## src/rtl/int_sequencer.sv

```systemverilog
// int_sequencer
//   Interrupt/reset sequencer in front of the microcode controller. It
//   synchronises the NMI and IRQ request lines, edge-detects NMI, holds the
//   core in reset after power-up and arbitrates RESET > NMI > IRQ. It tells
//   the controller to start interrupt entry (take_int) and supplies the low
//   byte of the vector that the vector-fetch microcode reads.
//   Every output comes straight from a flip-flop, so no input reaches an
//   output in the same cycle.
//
// Parameters
//   RESET_CYCLES  cycles core_rst stays high after reset is released (>=1)
//   SYNC_STAGES   depth of the synchroniser chains on nmi and irq (>=1)
//
// Ports
//   clk       in   system clock, all logic on the rising edge
//   reset     in   synchronous, active-high reset
//   nmi       in   asynchronous NMI request, acts on its rising edge
//   irq       in   asynchronous IRQ request, acts on its level
//   I         in   processor I flag, 1 masks IRQ (NMI is not maskable)
//   sync      in   core is in its opcode-decode cycle
//   vec_ack   in   core is reading the vector low byte this cycle
//   core_rst  out  reset to the core and controller
//   take_int  out  interrupt entry request to the controller
//   vec_lo    out  vector low byte: FA NMI, FC RESET, FE IRQ
//   busy      out  an entry is in progress (reset vector or service)
module int_sequencer #(
   parameter int RESET_CYCLES = 4,
   parameter int SYNC_STAGES  = 2
) (
   input  logic       clk,
   input  logic       reset,
   input  logic       nmi,
   input  logic       irq,
   input  logic       I,
   input  logic       sync,
   input  logic       vec_ack,
   output logic       core_rst,
   output logic       take_int,
   output logic [7:0] vec_lo,
   output logic       busy
);

   localparam int CNT_W = (RESET_CYCLES > 1) ? $clog2(RESET_CYCLES) : 1;

   localparam logic [7:0] VEC_NMI   = 8'hFA;
   localparam logic [7:0] VEC_RESET = 8'hFC;
   localparam logic [7:0] VEC_IRQ   = 8'hFE;

   typedef enum logic [1:0] {
      HOLD,
      RSTVEC,
      IDLE,
      SERVICE
   } state_t;

   state_t                 state, state_next;
   logic [CNT_W-1:0]       count, count_next;
   logic [SYNC_STAGES-1:0] nmi_sync, irq_sync;
   logic                   nmi_s, irq_s, nmi_s_d;
   logic                   nmi_rise, nmi_pend, clear_pend;
   logic                   src_nmi, src_next;
   logic                   take_next;
   logic [7:0]             vec_next;

   assign nmi_s    = nmi_sync[SYNC_STAGES-1];
   assign irq_s    = irq_sync[SYNC_STAGES-1];
   assign nmi_rise = nmi_s & ~nmi_s_d;

   always_comb begin
      state_next = state;
      count_next = count;
      take_next  = 1'b0;
      vec_next   = vec_lo;
      src_next   = src_nmi;
      clear_pend = 1'b0;
      case (state)
         HOLD: begin
            if (count == '0) begin
               state_next = RSTVEC;
               vec_next   = VEC_RESET;
            end else begin
               count_next = count - 1'b1;
            end
         end
         RSTVEC: begin
            if (vec_ack) state_next = IDLE;
         end
         IDLE: begin
            // The request already on take_int is what the core acted on, so
            // entry is decided from the registered take_int, while the source
            // is picked from the pending NMI at that moment (NMI wins).
            if (sync && take_int) begin
               src_next   = nmi_pend;
               vec_next   = nmi_pend ? VEC_NMI : VEC_IRQ;
               state_next = SERVICE;
            end else begin
               take_next = nmi_pend | (irq_s & ~I);
            end
         end
         SERVICE: begin
            if (vec_ack) begin
               state_next = IDLE;
               clear_pend = src_nmi;
            end
         end
         default: state_next = HOLD;
      endcase
   end

   always_ff @(posedge clk) begin
      if (reset) begin
         state    <= HOLD;
         count    <= CNT_W'(RESET_CYCLES - 1);
         nmi_sync <= '0;
         irq_sync <= '0;
         nmi_s_d  <= 1'b0;
         nmi_pend <= 1'b0;
         src_nmi  <= 1'b0;
         core_rst <= 1'b1;
         take_int <= 1'b0;
         vec_lo   <= VEC_RESET;
         busy     <= 1'b0;
      end else begin
         // Shift toward the MSB; the concatenation is one bit wider than the
         // chain and the cast drops the oldest sample.
         nmi_sync <= SYNC_STAGES'({nmi_sync, nmi});
         irq_sync <= SYNC_STAGES'({irq_sync, irq});
         nmi_s_d  <= nmi_s;
         // A new edge on the same cycle as the acknowledge must not be lost.
         nmi_pend <= nmi_rise | (nmi_pend & ~clear_pend);
         state    <= state_next;
         count    <= count_next;
         src_nmi  <= src_next;
         core_rst <= (state_next == HOLD);
         take_int <= take_next;
         vec_lo   <= vec_next;
         busy     <= (state_next == RSTVEC) || (state_next == SERVICE);
      end
   end

endmodule

```

## config.mk

```make
export PLATFORM = sky130hd
export DESIGN_NAME = int_sequencer
export DESIGN_NICKNAME = d
export VERILOG_FILES = /design/src/rtl/int_sequencer.sv
export SDC_FILE = /design/constraint.sdc
export NUM_CORES = 1
export LEC_CHECK = 0
export BUFFER_PORTS_ARGS = -buffer_cell sky130_fd_sc_hd__buf_2
export CELL_PAD_IN_SITES_DETAIL_PLACEMENT = 0
export CELL_PAD_IN_SITES_GLOBAL_PLACEMENT = 2
export CORE_UTILIZATION = 30
export DETAILED_ROUTE_END_ITERATION = 10
export PLACE_DENSITY_LB_ADDON = 0.1
export SLEW_MARGIN = 10
export SYNTH_ARGS = -nofsm -noshare
export SYNTH_HDL_FRONTEND = slang
export SYNTH_SLANG_ARGS = --single-unit
```

## constraint.sdc

```tcl
create_clock -name clk -period 2 [get_ports clk]
set_input_delay 0.4 -clock clk [delete_from_list [all_inputs] [get_ports clk]]
set_output_delay 0.4 -clock clk [all_outputs]
set_load 0.01 [all_outputs]
```

# Word level (Yosys, flattened, before mapping)

Cells that the tools add are included.

Add/subtract/negate cells: 1
Equal/unequal tests: 7
Mux-type cells: 10
Bitwise operators: 10
Reduce and logical (&&, ||, !) cells: 11

Operators with widths:

| kind                | count |
|---|---|
| $mux 8              | 2 |
| $pmux 8 s2          | 1 |
| $eq 2x2->1 const B  | 3 |
| $logic_not 2->1     | 3 |
| $mux 2              | 3 |
| $pmux 2 s3          | 1 |
| $not 1->1           | 5 |
| $eq 2x1->1 const B  | 2 |
| $ne 2x2->1 const B  | 2 |
| $reduce_and 2->1    | 2 |
| $and 1x1->1         | 3 |
| $mux 3              | 1 |
| $reduce_and 3->1    | 1 |
| $reduce_or 3->1     | 1 |
| $mux 1              | 2 |
| $or 1x1->1          | 2 |
| $reduce_bool 2->1   | 1 |
| $reduce_or 2->1     | 1 |
| $sub 2x1->2 const B | 1 |
| $logic_and 1x1->1   | 1 |
| $logic_or 1x1->1    | 1 |

Flip-flop bits (word level): 22
Input bits: 7
Word-level logic and storage cells: 50

# Logic depth before layout (Yosys ltp)

Gate-level depths: netlist of the first run.

Word-level depth: 5
Depth in mapped cells: 5
Depth with buffers taken out: 5

# Worst setup path after synthesis of the first run

No wires, ideal clock.

Path kind: reg-to-reg
Start point: reg count[0]
End point: reg count[1]
Library setup time: 120 ps
Data arrival time: 1159 ps
Required time: 1880 ps
Setup slack: 721 ps
Stages on the path, launching flop included: 5
Buffers on the path: 0
Period minus slack after synthesis: 1279 ps
Cell sequence: dfxtp_1 > inv_1 > ha_1 > or3_4 > a211o_1

Cells in the longest elaborated chain, start to end: 3
Elaborated cells on any way between the ends: 4
Classes of those cells: 1 x add/sub; 1 x bitwise; 2 x reduce/logical

RTL lines:

| item                                                | line | RTL |
|---|---|---|
| start: declaration                                  | 57   | `logic [CNT_W-1:0] count, count_next;` |
| start signal: assignment                            | 113  | `count <= CNT_W'(RESET_CYCLES - 1);` |
| start signal: assignment                            | 132  | `count <= count_next;` |
| branches (longest 3 deep; another with $sub 2x1->2) | n/a  |  |

Parallel ways; which one is timed is not known.
A chain may end at the register's enable or synchronous reset.

# Final worst setup path of the first run

Start point: reg busy
End point: out busy

RTL lines:

| item                     | line | RTL |
|---|---|---|
| start: declaration       | 40   | `output logic busy` |
| start signal: assignment | 137  | `busy <= (state_next == RSTVEC) \|\| (state_next == SERVICE);` |

No word-level cell between the ends.

==> reports/summary.txt, run 1 <==
Cell count after synthesis: 65
Die width: 47.6 um
Min Tclk post-route: 1400 ps
Post-DRT Antenna Nets: 0
Core area: 1960 um2
Starting density of the core: 31.8%
Post-DP HPWL: 703 um
Cell Area, Synth: 623 um2
VDD IR max: 0.447 mV
Critical Path RT: 1600 ps
Synth Register Bits: 15
Vias in the first global route: 369
Global route overflow: 0
Cell Rows: 16
WL final: 1010 um
Most common cell after layout, fill and taps aside: dfxtp_1
Cell depth of the worst min-delay path: 2
Slowest CP cell: dfxtp_1
Setup violators final: 0
Clk_skew: 0.978 ps
Sequential area share after synthesis: 48.2%
Largest net degree at the start of global routing: 16
RSZ-0062 raised after global routing: false
Pins Over Slew Limit: 0
Vert. Die Dim: 47.6 um
Crit-path leading delay family: flip-flops
Hold_sp: nmi
Hold_buf cts: 0
Clock transition at the registers of the reported paths: 90 ps
Global-route wire length before repair: 1720 um
Synthesis Warnings: 0
DRC: 1
Initial antenna violation count: 0
TritonCTS clock tree: built
Share of cells above drive strength 1: 21.1%
Power density cells: 1010 nW/um2
Min-Delay Path Class: in -> reg
Cells along the critical path: buf_2
Die Footprint: 2260 um2
Setup TNS: 0 ps
Initial DRC count: 2
CP endpoint kind: output pin
Static Leak: 0.305 nW
Final worst-path cycle share: 69.9%
Worst reg2reg path depth: 4
Worst EP arrival: 1000 ps
PostCTS Resize Cnt: 0
PortBufs: 11
MaxCap Viol Count: 0
Reg2reg end: count[1]
Yosys cell types: 25
Final hold vios: 0
# H-tree levels: 1
R2R setup slack: 660 ps
CTS max path bufs: 2
Clk Latency, worst-skew pair: 280 ps
Worst Path Buf+Inv: 1
DR pass1 iterations: 6
Failing checks: DRC
Root Driver: clkbuf_4
FF-to-FF Start: count[0]
Worst setup SP type: flip-flop
GRT Resource Usage Total: 11.8%
Run status: finished, violations left
Crit path kind: reg -> out
N_diodes: 0
Gpl congestion: 0.667
Post-CTS setup buffer count: 0
Hold Path End: nmi_sync[0]
Final Non-Filler Cells: 103
CTS sink count: 15
Synth-to-layout area growth: 10.2%
Max incr delay on CP: 520 ps
Via count: 448
TritonCTS buffer count: 3
Wire per inst: 9.83 um
Layout fillers: 232
Crit path max fanout: 10
Via density: 4.35
Avg Synthesized Cell Area: 9.59 um2
Io pins: 18
Fmax: 0.716 GHz
Commonest cells after routing, fill and taps aside: dfxtp_1, buf_2, nor2b_1
Final nets: 85
Post-Place Cells: 99
-- report_power, final --
group	switching, W	internal [W]	total, W	leakage (nW)
sequential	0.0000243	0.000334	0.000358	0.123
clock	0.0000975	0.0000742	0.000172	0.0177
combinational	0.0000819	0.0000807	0.000163	0.164
total	0.000204	0.000489	0.000693	0.305
-- metrics by stage --
step / power [W] / util (%) / hold slack (ps) / worst slack, ps / instance area (um2)
4_1_cts: 0.000707 / 35.0 / 302 / 583 / 687
6_report: 0.000693 / 35.0 / 321 / 603 / 687
2_1_floorplan: 0.000500 / - / 414 / 721 / 638
5_1_grt: 0.000754 / 35.0 / 314 / 525 / 687
3_3_place_gp: 0.000519 / 33.6 / 419 / 690 / 659
3_5_place_dp: 0.000527 / 33.6 / 427 / 667 / 659
-- layer usage --
layer	track usage (%)	vias to the layer above	wire [um]
met3	6.79	2	52
met1	14.0	205	491
met4	6.67	0	13
met2	16.4	14	454
met5	0	-	0
li1	-	227	-
-- cell type report --
| type | instances | area (um2) | share of cell area, % |
|---|---|---|---|
| clock buffers | 3 | 22.5 | 3.28 |
| inverters | 3 | 11.3 | 1.64 |
| repair buffers | 11 | 55.1 | 8.01 |
| multi-input cells | 43 | 259 | 37.7 |
| flip-flops and latches | 15 | 300 | 43.7 |
| clock inverters | 1 | 5.00 | 0.729 |
| well taps | 27 | 33.8 | 4.92 |
-- sequential cells by signal (all words and copies together), names as in the netlist --
name	flops
count	2
irq_sync	2
nmi_sync	2
vec_lo	2
busy	1
core_rst	1
nmi_pend	1
nmi_s_d	1
src_nmi	1
state	1
take_int	1
-- worst max path at each step --
stage          startpoint       end  slack, ps  cells past startpoint
2_1_floorplan    count[0]  count[1]        720                      4
5_1_grt              busy      busy        530                      1
3_3_place_gp     count[0]  count[1]        690                      4
3_5_place_dp     count[0]  count[1]        670                      4
4_1_cts              busy      busy        580                      1
6_report             busy      busy        600                      1
-- cell usage after synthesis --
| cell type | number | area share, % |
|---|---|---|
| buf_4 | 6 | 7.2 |
| nor2b_1 | 8 | 8.0 |
| a2111oi_0 | 1 | 1.4 |
| ha_1 | 1 | 2.0 |
| nand4b_1 | 1 | 1.4 |
| dfxtp_1 | 15 | 48 |
| nand4_1 | 2 | 2.0 |
| or2b_1 | 1 | 1.2 |
| nor2_1 | 7 | 4.2 |
| buf_6 | 2 | 3.6 |
| mux2i_1 | 1 | 1.6 |
| a21oi_1 | 3 | 2.4 |
| or3_4 | 1 | 1.8 |
| o21ai_0 | 2 | 1.6 |
| conb_1 | 2 | 1.2 |
| nor3_1 | 1 | 0.80 |
| inv_1 | 3 | 1.8 |
| xnor2_1 | 1 | 1.4 |
| a211oi_1 | 1 | 1.2 |
| and3_1 | 1 | 1.0 |
| a211o_1 | 1 | 1.4 |
| a21boi_0 | 1 | 1.2 |
| a31oi_1 | 1 | 1.0 |
| nand2b_1 | 1 | 1.0 |
| nor3b_1 | 1 | 1.2 |
-- logic make-up after synthesis --
family / synth area share (%)
mux: 1.61
flops: 48.2
simple gates: 22.7
xor+xnor: 1.41
fa+ha+maj: 2.01
compound gates: 10.2
buf+inv: 12.6
other cells: 1.21
Power figures use the tool's default switching activity.
==> run 2, diff against run 1 <==
--- a/config.mk
+++ b/config.mk
@@ -5,10 +5,11 @@
 export SDC_FILE = /design/constraint.sdc
 export NUM_CORES = 1
 export LEC_CHECK = 0
+export ABC_AREA = 1
 export BUFFER_PORTS_ARGS = -buffer_cell sky130_fd_sc_hd__buf_2
 export CELL_PAD_IN_SITES_DETAIL_PLACEMENT = 0
 export CELL_PAD_IN_SITES_GLOBAL_PLACEMENT = 2
-export CORE_UTILIZATION = 30
+export CORE_UTILIZATION = 23
 export DETAILED_ROUTE_END_ITERATION = 10
 export PLACE_DENSITY_LB_ADDON = 0.1
 export SLEW_MARGIN = 10
==> constraint.sdc (replaced) <==
create_clock -name clk -period 1.14 [get_ports clk]
set_input_delay 0.228 -clock clk [delete_from_list [all_inputs] [get_ports clk]]
set_output_delay 0.228 -clock clk [all_outputs]
set_load 0.01 [all_outputs]
==> reports/summary.txt, run 2 <==
Hold_buf cts: 0 (unchanged)
CTS max path bufs: 2 (unchanged)
DRC: 0 (was 1)
Min-Delay Path Class: in -> reg (unchanged)
GRT Resource Usage Total: 9.67% (was 11.8%)
Synthesis Warnings: 0 (unchanged)
TritonCTS clock tree: built (unchanged)
Die width: 53.0 um (was 47.6 um)
PostCTS Resize Cnt: 0 (unchanged)
Cell count after synthesis: 79 (was 65)
Worst EP arrival: 850 ps (was 1000 ps)
Cell-internal power: 0.000804 W (was 0.000489 W)
TritonCTS buffer count: 3 (unchanged)
Cell depth of the worst min-delay path: 3 (was 2)
Yosys top cell area share: 50.1% (was 48.2%)
Clk_skew: 12.1 ps (was 0.978 ps)
Setup violators final: 0 (unchanged)
Power density cells: 1670 nW/um2 (was 1010 nW/um2)
Starting density of the core: 24.2% (was 31.8%)
Comb pwr share: 19.5% (was 23.5%)
Cell Rows: 18 (was 16)
Slowest CP cell: dfxtp_1 (unchanged)
Hold Path End: irq_sync[0] (was nmi_sync[0])
Pins Over Slew Limit: 0 (unchanged)
Post-DP HPWL: 762 um (was 703 um)
Sw frac: 30.5% (was 29.4%)
Final worst-path cycle share: 94.9%
Cells along the critical path: buf_2 (unchanged)
DR pass1 iterations: 4 (was 6)
Min Tclk post-route: 1080 ps
Run status: finished, final reports clean (was finished, violations left)
Max incr delay on CP: 410 ps (was 520 ps)
Via density: 3.74 (was 4.35)
Vert. Die Dim: 53.0 um (was 47.6 um)
Final Non-Filler Cells: 121 (was 103)
Post-synth top cells: dfxtp_1, inv_1, nand2_1 (was dfxtp_1, nor2b_1, nor2_1)
Final hold vios: 0 (unchanged)
Post-CTS setup buffer count: 0 (unchanged)
CTS sink count: 15 (unchanged)
Final nets: 100 (was 85)
# H-tree levels: 1 (unchanged)
N_diodes: 0 (unchanged)
Crit path kind: reg -> out (unchanged)
Async set-reset flop share out of synthesis: 0% (unchanged)
Crit path depth: 1 (unchanged)
Top FF cell, synth: dfxtp_1 (unchanged)
Hold_sp: irq (was nmi)
Multi-input logic area: 216 um2 (was 259 um2)
Wire per inst: 8.65 um (was 9.83 um)
Worst Path Buf+Inv: 1 (unchanged)
Sw power: 0.000352 W (was 0.000204 W)
Clock transition at the registers of the reported paths: 100 ps (was 90 ps)
Die Footprint: 2810 um2 (was 2260 um2)
Sequential area share after synthesis: 50.1% (was 48.2%)
Seq pwr share: 53.5% (was 51.7%)
Post-Place Cells: 117 (was 99)
Synth Register Bits: 15 (unchanged)
Fmax: 0.924 GHz
Layout fillers: 295 (was 232)
Io pins: 18 (unchanged)
Global-route wire length before repair: 1810 um (was 1720 um)
Reg area: 302 um2 (was 300 um2)
Crit-path leading delay family: flip-flops (unchanged)
Core area: 2480 um2 (was 1960 um2)
Avg Synthesized Cell Area: 7.59 um2 (was 9.59 um2)
Critical Path RT: 910 ps (was 1600 ps)
Initial antenna violation count: 0 (unchanged)
Worst setup SP type: flip-flop (unchanged)
CP endpoint kind: output pin (unchanged)
Synth-to-layout area growth: 15.9% (was 10.2%)
Post-DRT Antenna Nets: 0 (unchanged)
Yosys top cell by area: dfxtp_1 (unchanged)
Gpl congestion: 0.677 (was 0.667)
Crit path max fanout: 5 (was 10)
Final total power: 0.00116 W (was 0.000693 W)
Vias in the first global route: 408 (was 369)
Largest net degree at the start of global routing: 12 (was 16)
R2R setup slack: 100 ps (was 660 ps)
WL final: 1050 um (was 1010 um)
Share of cells above drive strength 1: 24.2% (was 21.1%)
Commonest cells after routing, fill and taps aside: inv_1, dfxtp_1, nand2_1 (was dfxtp_1, buf_2, nor2b_1)
Post-synth EDFFs: 0 (unchanged)
Root Driver: clkbuf_4 (unchanged)
Via count: 452 (was 448)
Clock power frac: 27.0% (was 24.8%)
Static Leak: 0.347 nW (was 0.305 nW)
Clk Latency, worst-skew pair: 290 ps (was 280 ps)
MaxCap Viol Count: 0 (unchanged)
Global route overflow: 0 (unchanged)
VDD IR max: 0.700 mV (was 0.447 mV)
Yosys cell types: 15 (was 25)
Reg2reg end: count[1] (unchanged)
Ranking of synthesized cells by area: dfxtp_1, inv_1, nand2_1, buf_4, nand3_1 (was dfxtp_1, nor2b_1, buf_4, nor2_1, buf_6)
FF-to-FF Start: count[1] (was count[0])
Worst reg2reg path depth: 6 (was 4)
Initial DRC count: 1 (was 2)
Cell Area, Synth: 599 um2 (was 623 um2)
PortBufs: 11 (unchanged)
[run 2: cell families after synthesis]
kind of cell / Yosys count / share of synthesized area [%]
AOI/OAI and AO/OA: 8 / 6.68
adders and majority gates: 1 / 2.09
buffers and inverters: 22 / 17.7
DFF: 15 / 50.1
other: 2 / 1.25
and+or+nand+nor: 31 / 22.1
[run 2: layout make-up]
type / count / area share (%)
Clock buffer: 3 / 3.24
Clock inverter: 1 / 0.721
Inverter: 15 / 8.11
Multi-Input combinational cell: 46 / 31.2
Sequential cell: 15 / 43.4
Tap cell: 30 / 5.41
Timing Repair Buffer: 11 / 7.93
[run 2: worst max path at each step]
stage             start  endpoint  slack (ps)
4_1_cts            busy      busy          30
6_report           busy      busy          60
3_3_place_gp   count[0]  count[1]         120
3_5_place_dp   count[0]  count[1]          80
5_1_grt        count[1]  count[1]          -7
2_1_floorplan  count[0]  count[1]         150
[run 2: power by group through the flow]
stage	sequential, W	clock, W	combinational, W
floorplan	0.000629	0	0.000156
detailed placement	0.000624	0	0.000209
CTS	0.000612	0.000332	0.000212
global route	0.000626	0.000351	0.000268
global placement	0.000623	0	0.000209
finish	0.000618	0.000312	0.000226
[run 2: layer usage]
layer,vias up,GRT usage [%],share of wire (%)
met5,-,0,0
met4,0,3.95,1.2
met3,2,6.03,7.5
met2,17,13.9,35
met1,184,11.3,56
li1,249,-,-
[run 2: worst min-delay path: stages]
cell	delay, ps
buf_2	70
inv_1	30
nor2_1	60
[run 2: through the flow]
| step | worst slack [ps] | setup TNS, ps | util [%] | instance area, um2 | hold slack, ps |
|---|---|---|---|---|---|
| after CTS | 34.5 | 0 | 27.6 | 684 | 123 |
| after floorplan | 151 | 0 | - | 614 | 311 |
| after detailed placement | 76.1 | 0 | 26.5 | 657 | 395 |
| after global routing | -6.87 | -6.87 | 28.0 | 694 | 133 |
| after global placement | 121 | 0 | 26.5 | 657 | 391 |
| final | 57.8 | 0 | 28.0 | 694 | 132 |
